$ cat src/rtl/addsub_pkg.sv
// Shared types and constants for the add/subtract scheduler.
package addsub_pkg;

    typedef enum logic [1:0] {
        IDLE,
        ISSUE,
        WAIT,
        RESP
    } state_t;

    localparam logic OP_ADD  = 1'b0;
    localparam logic OP_SUB  = 1'b1;

    localparam logic SEL_ADD = 1'b0;
    localparam logic SEL_SUB = 1'b1;

    // Latency counter width; DP_LATENCY is bounded to 0..7.
    localparam int CNT_W = 3;

endpackage

$ cat src/rtl/addsub_scheduler_rr_arbiter.sv
// Combinational round-robin arbiter: searches rr_ptr+1, rr_ptr+2, ... (mod NUM_REQ)
// and grants the first asserted request.
module rr_arbiter #(
    parameter int NUM_REQ = 4,
    parameter int ID_W    = $clog2(NUM_REQ)
) (
    input  logic [NUM_REQ-1:0] request,
    input  logic [ID_W-1:0]    rr_ptr,
    input  logic               enable,
    output logic [NUM_REQ-1:0] grant,
    output logic [ID_W-1:0]    grant_id,
    output logic               grant_valid
);

    // First valid requester after the last-served pointer wins.
    always_comb begin
        logic [ID_W-1:0] idx;
        grant       = '0;
        grant_id    = '0;
        grant_valid = 1'b0;
        idx         = '0;
        if (enable) begin
            for (int unsigned off = 1; off <= NUM_REQ; off++) begin
                idx = ID_W'((32'(rr_ptr) + off) % NUM_REQ);
                if (!grant_valid && request[idx]) begin
                    grant[idx]  = 1'b1;
                    grant_id    = idx;
                    grant_valid = 1'b1;
                end
            end
        end
    end

endmodule

$ cat src/rtl/addsub_scheduler.sv
// Round-robin scheduler sharing one add/subtract datapath between NUM_REQ
// requesters; one operation in flight at a time.
module addsub_scheduler
    import addsub_pkg::*;
#(
    parameter int NUM_REQ    = 4,
    parameter int WIDTH      = 8,
    parameter int DP_LATENCY = 1,
    parameter int ID_W       = $clog2(NUM_REQ)
) (
    input  logic                     clk,
    input  logic                     reset,
    input  logic [NUM_REQ-1:0]       req_valid,
    output logic [NUM_REQ-1:0]       req_ready,
    input  logic [NUM_REQ-1:0]       req_op,
    input  logic [NUM_REQ*WIDTH-1:0] req_a,
    input  logic [NUM_REQ*WIDTH-1:0] req_b,
    output logic [WIDTH-1:0]         dp_a,
    output logic [WIDTH-1:0]         dp_b,
    output logic                     dp_sel,
    output logic                     dp_start,
    input  logic [WIDTH-1:0]         dp_result,
    output logic                     rsp_valid,
    input  logic                     rsp_ready,
    output logic [ID_W-1:0]          rsp_id,
    output logic [WIDTH-1:0]         rsp_data
);

    localparam logic [CNT_W-1:0] CNT_LOAD =
        (DP_LATENCY == 0) ? '0 : CNT_W'(DP_LATENCY - 1);

    state_t             state;
    state_t             state_next;
    logic [ID_W-1:0]    rr_ptr;
    logic [ID_W-1:0]    lat_id;
    logic               lat_op;
    logic [WIDTH-1:0]   lat_a;
    logic [WIDTH-1:0]   lat_b;
    logic [CNT_W-1:0]   cnt;
    logic [NUM_REQ-1:0] grant;
    logic [ID_W-1:0]    grant_id;
    logic               grant_valid;
    logic               arb_enable;

    assign arb_enable = (state == IDLE);

    rr_arbiter #(
        .NUM_REQ (NUM_REQ),
        .ID_W    (ID_W)
    ) u_arbiter (
        .request     (req_valid),
        .rr_ptr      (rr_ptr),
        .enable      (arb_enable),
        .grant       (grant),
        .grant_id    (grant_id),
        .grant_valid (grant_valid)
    );

    // Operands and id are held in the latches, so the datapath inputs and
    // response id stay stable from ISSUE until the next grant.
    assign dp_a   = lat_a;
    assign dp_b   = lat_b;
    assign dp_sel = (lat_op == OP_SUB) ? SEL_SUB : SEL_ADD;
    assign rsp_id = lat_id;

    // State register.
    always_ff @(posedge clk) begin
        if (reset) state <= IDLE;
        else       state <= state_next;
    end

    // Next-state logic.
    always_comb begin
        state_next = state;
        unique case (state)
            IDLE:  if (grant_valid) state_next = ISSUE;
            ISSUE: state_next = (DP_LATENCY == 0) ? RESP : WAIT;
            WAIT:  if (cnt == '0) state_next = RESP;
            RESP:  if (rsp_ready) state_next = IDLE;
            default: state_next = IDLE;
        endcase
    end

    // Handshake and strobe outputs decoded from the current state.
    always_comb begin
        req_ready = '0;
        dp_start  = 1'b0;
        rsp_valid = 1'b0;
        unique case (state)
            IDLE:    req_ready = grant;
            ISSUE:   dp_start  = 1'b1;
            RESP:    rsp_valid = 1'b1;
            default: ;
        endcase
    end

    // Request latches, latency counter, result capture and rotation pointer.
    always_ff @(posedge clk) begin
        if (reset) begin
            rr_ptr   <= ID_W'(NUM_REQ - 1);
            lat_id   <= '0;
            lat_op   <= OP_ADD;
            lat_a    <= '0;
            lat_b    <= '0;
            cnt      <= '0;
            rsp_data <= '0;
        end else begin
            unique case (state)
                IDLE: begin
                    if (grant_valid) begin
                        lat_id <= grant_id;
                        lat_op <= req_op[grant_id];
                        lat_a  <= req_a[grant_id*WIDTH +: WIDTH];
                        lat_b  <= req_b[grant_id*WIDTH +: WIDTH];
                    end
                end
                ISSUE: begin
                    cnt <= CNT_LOAD;
                    if (DP_LATENCY == 0) rsp_data <= dp_result;
                end
                WAIT: begin
                    if (cnt == '0) rsp_data <= dp_result;
                    else           cnt      <= cnt - 1'b1;
                end
                RESP: begin
                    if (rsp_ready) rr_ptr <= lat_id;
                end
                default: ;
            endcase
        end
    end

endmodule

$ cat config.mk
export PLATFORM = sky130hd
export DESIGN_NAME = addsub_scheduler
export DESIGN_NICKNAME = d
export VERILOG_FILES = /design/src/rtl/addsub_pkg.sv /design/src/rtl/addsub_scheduler_rr_arbiter.sv /design/src/rtl/addsub_scheduler.sv
export SDC_FILE = /design/constraint.sdc
export NUM_CORES = 1
export LEC_CHECK = 0
export ABC_AREA = 1
export BUFFER_PORTS_ARGS = -buffer_cell sky130_fd_sc_hd__buf_2
export CORE_AREA = 2 2 88 65
export DETAILED_ROUTE_END_ITERATION = 12
export DIE_AREA = 0 0 90 67
export PLACE_DENSITY = 0.88
export SYNTH_ARGS = -nofsm -noshare
export SYNTH_HDL_FRONTEND = slang
export SYNTH_SLANG_ARGS = --single-unit
$ cat constraint.sdc
create_clock -name clk -period 4.1 [get_ports clk]
set_clock_uncertainty 0.2 [all_clocks]
set_input_delay 0.82 -clock clk [delete_from_list [all_inputs] [get_ports clk]]
set_output_delay 0.82 -clock clk [all_outputs]
set_load 0.02 [all_outputs]
Word level (Yosys, flattened, before mapping)
Cells that the tools add are included.

word-level totals
  bits in registers = 34
  input bits = 83
  output and inout bits = 33
  word-level logic and storage cells = 100

operators by class
  $add $sub $neg = 5
  order comparisons = 9
  equality and inequality tests = 7
  shift-type cells = 2
  mux-type cells = 48
  bitwise operators = 3
  reduce and logical (&&, ||, !) cells = 18

operators by type and width
  operator                                                            count
  indexed part select 32 x 6 -> 8 bit                                 2
  two-way mux 4 bit                                                   8
  two-way mux 1 bit                                                   20
  two-way mux 2 bit                                                   8
  less-than comparator 2 x 3 -> 1 bit (second input constant)         5
  OR 4 bit                                                            3
  binary-select mux 1 bit (select 2 bit)                              5
  demux 1 bit (select 2 bit)                                          4
  greater-or-equal comparator 2 x 1 -> 1 bit (second input constant)  4
  != test 2 bit (second input constant)                               4
  case mux 2 bit (4 select lines)                                     1
  AND reduction 2 bit                                                 4
  logical AND 1 bit                                                   7
  case mux 3 bit (2 select lines)                                     1
  adder 2 x 1 -> 2 bit (second input constant)                        2
  adder 2 bit (second input constant)                                 2
  == test 2 bit (second input constant)                               2
  zero test 1 bit                                                     3
  zero test 3 bit                                                     1
  two-way mux 3 bit                                                   1
  AND reduction 3 bit                                                 1
  subtractor 3 x 1 -> 3 bit (second input constant)                   1
  == test 2 x 1 -> 1 bit (second input constant)                      1
  zero test 2 bit                                                     1
  nonzero test 2 bit                                                  1

Logic depth before layout (Yosys ltp)
Gate-level depths: netlist (run 1).

  depth in word-level cells = 19
  mapped depth = 17
  mapped depth without buffers = 15

Hierarchy
A second synthesis (run 1) with hierarchy kept.

unflattened totals
  cell total of the unflattened synthesis = 393
  area total of the unflattened synthesis = 2494.9 µm²

modules (own cells, without submodules)
  module            instances  cells an instance  area an instance (µm²)  sequential area each (µm²)
  addsub_scheduler  1          301                1956.9                  680.7
  rr_arbiter        1          92                 538.0                   0.0

Worst setup path after synthesis (run 1)
Ideal clock, no wire load.

  path kind = register to output
  start point = register rr_ptr[0]
  end point = output req_ready[0]
  data arrival time = 1.830 ns
  data required time = 3.080 ns
  setup slack = 1.250 ns
  cell stages (with the launch flop) = 12
  buffers on the path = 1
  path through = dfxtp_1 buf_6 inv_8 ha_1 inv_2 nand2_2 nand2_4 nor2_8 nand3_2 o21ai_0 nand2_1 inv_1

between the ends
  word-level cells in the longest chain between the ends = 17
  elaborated cells between the ends (all ways) = 55
  those cells by class = add/sub: 4; order compare: 8; mux: 30; bitwise: 3; reduce/logical: 10

RTL lines
  element                                                                       RTL line                           source
  from (decl)                                                                   addsub_scheduler.sv:34             logic [ID_W-1:0] rr_ptr;
  from (signal assigned)                                                        addsub_scheduler.sv:100            rr_ptr <= ID_W'(NUM_REQ - 1);
  from (signal assigned)                                                        addsub_scheduler.sv:126            if (rsp_ready) rr_ptr <= lat_id;
  branches (longest 15 deep; another with less-than comparator 2 x 3 -> 1 bit)  --
  two-way mux 4 bit *                                                           addsub_scheduler_rr_arbiter.sv:25  if (!grant_valid && request[idx]) begin
  two-way mux 4 bit *                                                           addsub_scheduler.sv:89             unique case (state)
  to (decl)                                                                     addsub_scheduler.sv:14             output logic [NUM_REQ-1:0] req_ready,

Mark *: on every way between the ends. The select of a mux whose other input is x is not followed.

Worst setup path in the final report (run 1)
Ends and elaborated chain as after synthesis.

==> metrics.md, run 1 <==
| Metric | Value |
|---|---|
| Status | finished, final reports clean |
| Crit path launch type | flop |
| # H-tree levels | 2 |
| Largest net degree at the start of global routing | 36 |
| Syn Inst Count | 379 |
| Die Y | ~67 µm |
| Synth top area cells | dfxtp_1 (27%), nand2_1 (17%), o21ai_0 (8.8%) |
| Post-CTS Setup Bufs | 0 |
| Seq/Total Area, Yosys | between 20% and 30% |
| Post-DRT Antenna Nets | 0 |
| Post-DP HPWL | between 5 and 6 mm |
| Pwr dens | between 600 and 700 mW/mm² |
| CTS Hold Bufs | 0 |
| Final Hold Vio Count | 0 |
| Max Clk Rate | 0.278 GHz |
| Max Cap Viol | 0 |
| Synth Area in XOR/XNOR | 0% |
| Post-synth EDFFs | 0 |
| Port Buffers | 115 |
| Critical-path maximum fanout | 13 |
| Min setup slack post-route | 0.499 ns |
| Period utilization | between 80% and 90% |
| Ys async rst share | 0% |
| Slew Limit Fails | 0 |
| Layout cell share with drive strength beyond 1 | 36.3% |
| Synth area leader | dfxtp_1 |
| Die X | 90 µm |
| Filler Cell Count | ~490 |
| Clk buf depth | 2 |
| Non-filler cells, final | between 500 and 600 |
| Synth Area in Compound Gates | between 20 and 25% |
| Mux cell area share after synthesis | 0% |
| Post-CTS sizing | 0 |
| Via density | between 5 and 6 |
| Min cycle time layout | 3.60 ns |
| Yosys cell types | 31 |
| First-pass GRT wire length | roughly 11 mm |
| Worst Path Class, Setup | flop to primary output |
| Worst path max stage delay | 0.67 ns |
| Crit. Startpoint | rr_ptr[0]$_SDFFE_PP1P_ |
| DR vias | around 2800 |
| Max_slew headroom | 54.7% |
| Slowest CP cell | dfxtp_1 |
| Starting Density | 50.1% |
| Cts bufs inserted | 5 |
| Worst-Skew Late Latency | 0.28 ns |
| Worst min path class | flop to flop |
| DR iter-0 viols | just over 90 |
| Total clock sinks | 34 |
| Fin nets | ~580 |
| Root Buffer | clkbuf_8 |
| Post-synthesis register bit count | 34 |
| Final GP Congestion | about 0.9 |
| Top cell type's share of synthesized area | 26.5% |
| Adder-cell share of the synthesized area | around 7% |
| Final setup fails | 0 |
| Mapped cell area | between 0.002 and 0.003 mm² |
| WL/cell | roughly 12 µm |
| Gr ovfl total | 0 |
| Num rows | 22 |
| Mean post-synth cell area | roughly 6.8 µm² |
| TritonRoute pass-1 iters | 4 |
| Syn Nets | 476 |
| Most frequent cell after synthesis | nand2_1 |
| Die area | 0.00603 mm² |
| Worst r2r src | rr_ptr[0]$_SDFFE_PP1P_ |
| Total wire length | slightly below 7 mm |
| Commonest cells post-synth | nand2_1 (113), o21ai_0 (45), nand3_1 (43) |
| Initial antenna violation count | 0 |
| Ys Warns | 0 |
| Req. time, crit path | between 3 and 4 ns |
| # DRC | 0 |
| Core ar. | between 0.005 and 0.006 mm² |
| Leakage | ~1.7 nW |
| Gr usage total | a little under a quarter |
| Io pins | 116 |
| Main flop type after synthesis | dfxtp_1 |
| Crit end category | primary output |
| Dpl ws | between 0.6 and 0.7 ns |
| Hold path startpoint | rsp_data[1]$_SDFFE_PP0P_ |
| Final Util | a little over three fifths |
| Setup TNS Final | 0 ns |
| VDD IR-drop max | approximately 310 µV |
| Largest family of logic cells by synthesized area | simple AND/OR/NAND/NOR gates |
| Placed insts | 549 |
| CP arrival | 2.58 ns |
| Syn-to-layout area delta | 24.8% |
| CTS clk-pin slew, worst paths | roughly 0.07 ns |
| Number of global-route vias before repair | approximately 2400 |
| Number of antenna diodes | 0 |
| CTS tree | yes |
| Tightest Pin Transition | around 0.68 ns |
| RSZ-0062 raised after global routing | no |
| CP cell instances | inv_8 > ha_1 > inv_2 > nand2_2 > nand2_4 > nor2_1 > nand2_1 > o21ai_0 > a31oi_1 > o21ai_0 > nand2_1 > inv_1 > buf_2 |
| Simple-gate share of the synthesized area | a little over a third |
-- cells by family (layout without fill, tap and decap cells) --
group,after synthesis,in the layout
AND/OR/NAND/NOR,189,189
AO/OA/AOI/OAI,91,91
adder cells (fa/ha/maj),14,14
buffers and inverters,51,157
flip-flops,34,34
-- routing by layer --
metal | part of all wire (%) | GRT usage [%] | vias to the layer above
met5 | 0 | 0 | -
met4 | 0.73 | 5.38 | 0
met3 | 7.5 | 4.07 | 6
met2 | 45 | 39.0 | 120
met1 | 46 | 30.7 | 1236
li1 | - | - | 1457
-- registers in the layout, indices dropped and copies added, names as in the netlist --
signal and flops:
rsp_data 8, cnt 3, dp_b 8, rsp_id 2, lat_op 1, rr_ptr 2, state 2, dp_a 8
-- worst max-delay path: cells and delay by family, from the launching register on --
kind	cells	cell delay [ns]
compound gates	3	0.24
flops	1	0.67
simple gates	5	0.58
fa+ha+maj	1	0.42
buf+inv	4	0.39
-- power by group --
| group | switching (W) | total, W | internal (W) |
|---|---|---|---|
| logic | 0.000861 | 0.00125 | 0.000385 |
| registers | 0.0000704 | 0.000527 | 0.000456 |
| clock network | 0.000119 | 0.000254 | 0.000135 |
-- cell usage in the layout (no fill, tap or decap), drive strengths merged, types with 2 or more instances in the layout --
| master | synthesis | layout |
|---|---|---|
| clkbuf | 4 | 6 |
| o211ai | 2 | 2 |
| a31oi | 4 | 4 |
| nand2 | 136 | 136 |
| buf | 13 | 115 |
| a21boi | 2 | 2 |
| inv | 34 | 34 |
| o21ai | 47 | 47 |
| ha | 14 | 14 |
| a21oi | 34 | 34 |
| nand3 | 46 | 46 |
| nor2 | 5 | 5 |
| dfxtp | 34 | 34 |
-- path summary, 6_finish.rpt --
path | to | slack (ns) | depth (start not counted)
worst min register to register | rsp_data[1]$_SDFFE_PP0P_ | 0.26 | 2
worst max register to register | dp_a[2]$_SDFFE_PP0P_ | 0.62 | 14
worst max-delay path | req_ready[0] | 0.50 | 13
worst min-delay path | rsp_data[1]$_SDFFE_PP0P_ | 0.26 | 2
-- metrics by stage --
stage	instance area [µm²]	hold slack, ns	total power [W]
after floorplan	2560	0.226	0.00152
after global placement	3110	0.245	0.00174
after detailed placement	3110	0.254	0.00177
after CTS	3200	0.265	0.00203
after global routing	3200	0.284	0.00221
final	3200	0.261	0.00203
-- area by class of cell --
class	instances	area, µm²	area share [%]
Multi-Input combinational cell	294	1620	50.7
Clock buffer	6	82.6	2.58
Tap cell	72	90.1	2.81
Inverter	34	135	4.22
Clock inverter	2	12.5	0.391
Timing Repair Buffer	115	576	18.0
Sequential cell	34	681	21.3
Note: power is estimated with default switching activity, not from simulation.
==> inputs of run 2 (changes only) <==
RECOVER_POWER = 25   (was unset)
==> metrics.md, run 2 (synthesis results as in run 1) <==
| Metric | Value |
|---|---|
| Crit. Startpoint | rr_ptr[0]$_SDFFE_PP1P_ |
| Tightest Pin Transition | ~0.68 ns |
| Post-Place Cell Area | ~0.0031 mm² |
| Port Buffers | between 100 and 150 |
| CP arrival | approximately 2.6 ns |
| Post-CTS sizing | 0 |
| Critical-path maximum fanout | 13 |
| Min cycle time layout | 3.59 ns |
| WL/cell | approximately 12 µm |
| Worst min path class | flop to flop |
| Die area | around 0.006 mm² |
| Placed insts | roughly 550 |
| WP buf/inv | 4 |
| Period utilization | between 80 and 90% |
| Crit end category | primary output |
| Worst path max stage delay | ~0.67 ns |
| Io pins | ~120 |
| R2r setup slk | around 0.63 ns |
| CTS Hold Bufs | 0 |
| Max_slew headroom | between 50% and 60% |
| # DRC | 0 |
| Leakage | 1.60 nW |
| CTS clk-pin slew, worst paths | ~0.070 ns |
| Flip-flop and latch area | between 600 and 700 µm² |
| Pwr dens | about 630 mW/mm² |
| Total wire length | a little under 7 mm |
| Number of antenna diodes | 0 |
| Gr ovfl total | 0 |
| # H-tree levels | 2 |
| Post-CTS Setup Bufs | 0 |
| Core ar. | approximately 0.005 mm² |
| Starting Density | between 50 and 60% |
| Via density | around 5.1 |
| Layout cell share with drive strength beyond 1 | 33.4% |
| Worst reg2reg path endpoint | dp_b[6]$_SDFFE_PP0P_ |
| Die X | 90 µm |
| CTS tree | yes |
| Commonest non-fill, non-tap cell in the layout | nand2_1 |
| VDD IR-drop max | roughly 310 µV |
| Design Area, Final | 0.00318 mm² |
| Slew Limit Fails | 0 |
| Post-DP HPWL | about 5.4 mm |
| Fin nets | 581 |
| Worst-case reg-to-reg path depth | 14 |
| Worst-Skew Late Latency | 0.28 ns |
| Setup TNS Final | 0 ns |
| Worst Hold Depth | 2 |
| TritonRoute pass-1 iters | 4 |
| Number of global-route vias before repair | around 2400 |
| CP cell instances | inv_8 > ha_1 > inv_2 > nand2_2 > nand2_4 > nor2_8 > nand3_2 > o21ai_0 > nand2_1 > inv_1 > buf_2 |
| First-pass GRT wire length | between 10 and 15 mm |
| Filler Cell Count | a little over 500 |
| Worst Path Class, Setup | flop to primary output |
| CP top delay family | flip-flops |
| Status | finished, final reports clean |
| WP depth | 11 |
| Clk buf depth | 2 |
| DR vias | 2825 |
| Final setup fails | 0 |
| Largest net degree at the start of global routing | 36 |
| Non-filler cells, final | around 560 |
| Num rows | 22 |
| Total clock sinks | 34 |
| Hold path startpoint | rsp_data[1]$_SDFFE_PP0P_ |
| Post-DRT Antenna Nets | 0 |
| Worst Hold End | rsp_data[1]$_SDFFE_PP0P_ |
| Syn-to-layout area delta | 24.1% |
| Final Hold Vio Count | 0 |
| Crit path launch type | flop |
| DR iter-0 viols | about 120 |
| Slowest CP cell | dfxtp_1 |
| Most frequent cells in the layout | nand2_1 (113), buf_2 (101), o21ai_0 (45) |
| Cts bufs inserted | 5 |
| Max Cap Viol | 0 |
| Max Clk Rate | between 0.2 and 0.3 GHz |
| Final GP Congestion | 0.928 |
| Gr usage total | 23.0% |
| Final Util | roughly 62% |
| Root Buffer | clkbuf_8 |
| RSZ-0062 raised after global routing | no |
| Die Y | 67 µm |
| Worst r2r src | rr_ptr[0]$_SDFFE_PP1P_ |
| Req. time, crit path | 3.08 ns |
| Area of the multi-input gates | approximately 0.0016 mm² |
| Initial antenna violation count | 0 |
## run 2: changes by cell type in the layout (fill, tap and decap cells not counted)
cell / previous run / this run
buf_2: 115 / 101
clkbuf_1: 0 / 14
## run 2: layer usage
| layer | vias up | wire length (µm) | part of all wire, % | global-route usage [%] |
|---|---|---|---|---|
| met5 | - | 0 | 0 | 0 |
| met4 | 0 | 53 | 0.77 | 5.38 |
| met3 | 8 | 505 | 7.3 | 4.07 |
| met2 | 112 | 3100 | 45 | 39.0 |
| li1 | 1457 | - | - | - |
| met1 | 1248 | 3250 | 47 | 30.7 |
## run 2: per-stage QoR
| step | hold WS [ns] | worst slack [ns] | power, W |
|---|---|---|---|
| floorplan | 0.226 | 1.25 | 0.00152 |
| global placement | 0.245 | 0.800 | 0.00174 |
| detailed placement | 0.254 | 0.657 | 0.00177 |
| CTS | 0.265 | 0.520 | 0.00203 |
| global route | 0.284 | 0.256 | 0.00219 |
| finish | 0.261 | 0.506 | 0.00201 |
## run 2: final cells by class
type	count	area share [%]
multi-input cells	294	51.0
inverters	34	4.25
clock inverters	2	0.393
well taps	72	2.83
repair buffers	115	17.5
flip-flops and latches	34	21.4
clock buffers	6	2.59
## run 2: tightest hold or removal path, cell delays in order (launching register included)
cell     delay, ns
dfxtp_1       0.31
nand2_1       0.05
a21oi_1       0.05
## run 2: how the worst max path moves through the flow
stage | end | slack, ns
5_1_grt | dp_a[2]$_SDFFE_PP0P_ | 0.26
6_report | req_ready[3] | 0.51
2_1_floorplan | req_ready[0] | 1.25
3_3_place_gp | lat_op$_SDFFE_PP0P_ | 0.80
3_5_place_dp | dp_b[6]$_SDFFE_PP0P_ | 0.66
4_1_cts | req_ready[3] | 0.52
## run 2: power breakdown
part	internal (W)	total (W)	leakage (nW)	switching, W
registers	0.000456	0.000528	0.280	0.0000711
clock network	0.000135	0.000254	0.0472	0.000120
logic	0.000371	0.00123	1.27	0.000859
==> inputs of run 3 (changes only) <==
CORE_AREA = 2 2 91 67   (was 2 2 88 65)
DIE_AREA = 0 0 93 69   (was 0 0 90 67)
GPL_ROUTABILITY_DRIVEN = 1   (was unset)
PLACE_DENSITY = 0.83   (was 0.88)
clock period = 4.05 ns   (was 4.1 ns; I/O delays follow)
==> metrics.md, run 3 (synthesis results as in run 1) <==
| Metric | Value |
|---|---|
| Switch Pwr | 0.00106 W |
| Fin nets | slightly below 600 |
| CP Capture Point | req_ready[3] |
| DR iter-0 viols | approximately 120 |
| Post-DP HPWL | 5.46 mm |
| Final setup fails | 0 |
| # H-tree levels | 2 |
| Post-DRT Antenna Nets | 0 |
| TritonRoute pass-1 iters | 5 |
| Worst Path Class, Setup | flop to primary output |
| Num rows | 23 |
| Most frequent cells in the layout | nand2_1 (113), buf_2 (101), o21ai_0 (45) |
| Die X | about 93 µm |
| CTS Hold Bufs | 0 |
| Gr ovfl total | 0 |
| Clk buf depth | 2 |
| CP cell instances | inv_8 > ha_1 > inv_2 > nand2_2 > nand2_4 > nor2_8 > nand3_2 > o21ai_0 > nand2_1 > inv_1 > buf_2 |
| Status | finished, final reports clean |
| Max Clk Rate | about 0.28 GHz |
| VDD IR-drop max | 279 µV |
| Crit path launch type | flop |
| Post-CTS Setup Bufs | 0 |
| Post-CTS sizing | 0 |
| Tightest Pin Transition | approximately 0.60 ns |
| DR vias | 2766 |
| Number of antenna diodes | 0 |
| WL/cell | 12.3 µm |
| Worst min path class | flop to flop |
| Total clock sinks | 34 |
| CTS tree | yes |
| Period utilization | between 80% and 90% |
| RSZ-0062 raised after global routing | no |
| Slowest CP cell | dfxtp_1 |
| Pint | between 0.0009 and 0.001 W |
| R2r setup slk | roughly 0.93 ns |
| Worst-Skew Late Latency | 0.28 ns |
| Critical-path maximum fanout | 13 |
| Cts bufs inserted | 5 |
| Clock power share | between 10 and 15% |
| Worst reg2reg path endpoint | dp_b[2]$_SDFFE_PP0P_ |
| Min cycle time layout | 3.56 ns |
| Switching Share | a little over half |
| CP arrival | between 2 and 3 ns |
| Via density | 4.93 |
| Syn-to-layout area delta | 24.5% |
| Io pins | 116 |
| Max_slew headroom | ~60% |
| Leakage | about 1.6 nW |
| Final Hold Vio Count | 0 |
| WP buf/inv | 4 |
| Initial antenna violation count | 0 |
| Crit end category | primary output |
| Worst path max stage delay | 0.68 ns |
| Largest net degree at the start of global routing | 35 |
| Pwr dens | around 640 mW/mm² |
| CTS clk-pin slew, worst paths | ~0.070 ns |
| Gr usage total | about 22% |
| WHS | between 0.2 and 0.3 ns |
| Max Cap Viol | 0 |
| First-pass GRT wire length | around 11 mm |
| Setup TNS Final | 0 ns |
| Commonest non-fill, non-tap cell in the layout | nand2_1 |
| Total wire length | between 6 and 7 mm |
| # DRC | 0 |
| Flop pwr share | 26.0% |
| Slew Limit Fails | 0 |
| Layout cell share with drive strength beyond 1 | between 30 and 40% |
| Core ar. | 0.00553 mm² |
| CP top delay family | flip-flops |
| Root Buffer | clkbuf_8 |
| Number of global-route vias before repair | 2533 |
| Port Buffers | 115 |
| Starting Density | a little under half |
| Die Y | between 60 and 70 µm |
| Final GP Congestion | between 0.8 and 0.9 |
| Worst-case reg-to-reg path depth | 12 |
| Design Area, Final | about 0.0032 mm² |
| Post-Place Cell Area | between 0.003 and 0.004 mm² |
| Worst r2r src | rr_ptr[0]$_SDFFE_PP1P_ |
| Crit. Startpoint | rr_ptr[0]$_SDFFE_PP1P_ |
| Final Util | 57.8% |
| WP depth | 11 |
| Logic pwr share | 61.3% |
| Req. time, crit path | ~3.0 ns |
| Die area | between 0.006 and 0.007 mm² |
[run 3: changes by cell type in the layout (fill, tap and decap cells not counted)]
cell,change
buf_4,+1
[run 3: how the worst min path moves through the flow]
stage | startpoint | to | slack, ns | cells past startpoint
3_3_place_gp | cnt[0]$_SDFFE_PP0P_ | cnt[0]$_SDFFE_PP0P_ | 0.25 | 1
4_1_cts | rsp_data[7]$_SDFFE_PP0P_ | rsp_data[7]$_SDFFE_PP0P_ | 0.26 | 2
3_5_place_dp | rsp_data[7]$_SDFFE_PP0P_ | rsp_data[7]$_SDFFE_PP0P_ | 0.25 | 2
6_report | cnt[0]$_SDFFE_PP0P_ | cnt[0]$_SDFFE_PP0P_ | 0.26 | 1
5_1_grt | cnt[0]$_SDFFE_PP0P_ | cnt[0]$_SDFFE_PP0P_ | 0.29 | 1
2_1_floorplan | cnt[0]$_SDFFE_PP0P_ | cnt[0]$_SDFFE_PP0P_ | 0.23 | 1
[run 3: stage by stage]
step	setup WS [ns]	cells	power (W)
finish	0.487	561	0.00204
global route	0.230	561	0.00223
CTS	0.494	561	0.00207
detailed placement	0.800	553	0.00180
global placement	0.888	553	0.00178
floorplan	1.21	379	0.00154
[run 3: cell type report]
cell class,count,area [µm²]
Tap cell,75,93.8
Fill cell,546,2330
Clock inverter,2,12.5
Clock buffer,6,82.6
Sequential cell,34,681
Multi-Input combinational cell,294,1620
Inverter,34,135
Timing Repair Buffer,116,566
[run 3: power by group through the flow]
stage | Clock [W] | Combinational (W) | Sequential (W)
finish | 0.000258 | 0.00125 | 0.000532
global route | 0.000284 | 0.00140 | 0.000549
CTS | 0.000267 | 0.00127 | 0.000530
detailed placement | 0 | 0.00127 | 0.000537
global placement | 0 | 0.00125 | 0.000531
floorplan | 0 | 0.000877 | 0.000660
[run 3: metal layers]
| layer | part of all wire (%) | vias to the layer above | routed length, µm | global-route usage (%) |
|---|---|---|---|---|
| met5 | 0 | - | 0 | 0 |
| met4 | 1.1 | 0 | 78 | 5.72 |
| met3 | 7.1 | 7 | 492 | 4.04 |
| met2 | 46 | 97 | 3170 | 35.9 |
| met1 | 46 | 1203 | 3190 | 28.7 |
| li1 | - | 1459 | - | - |
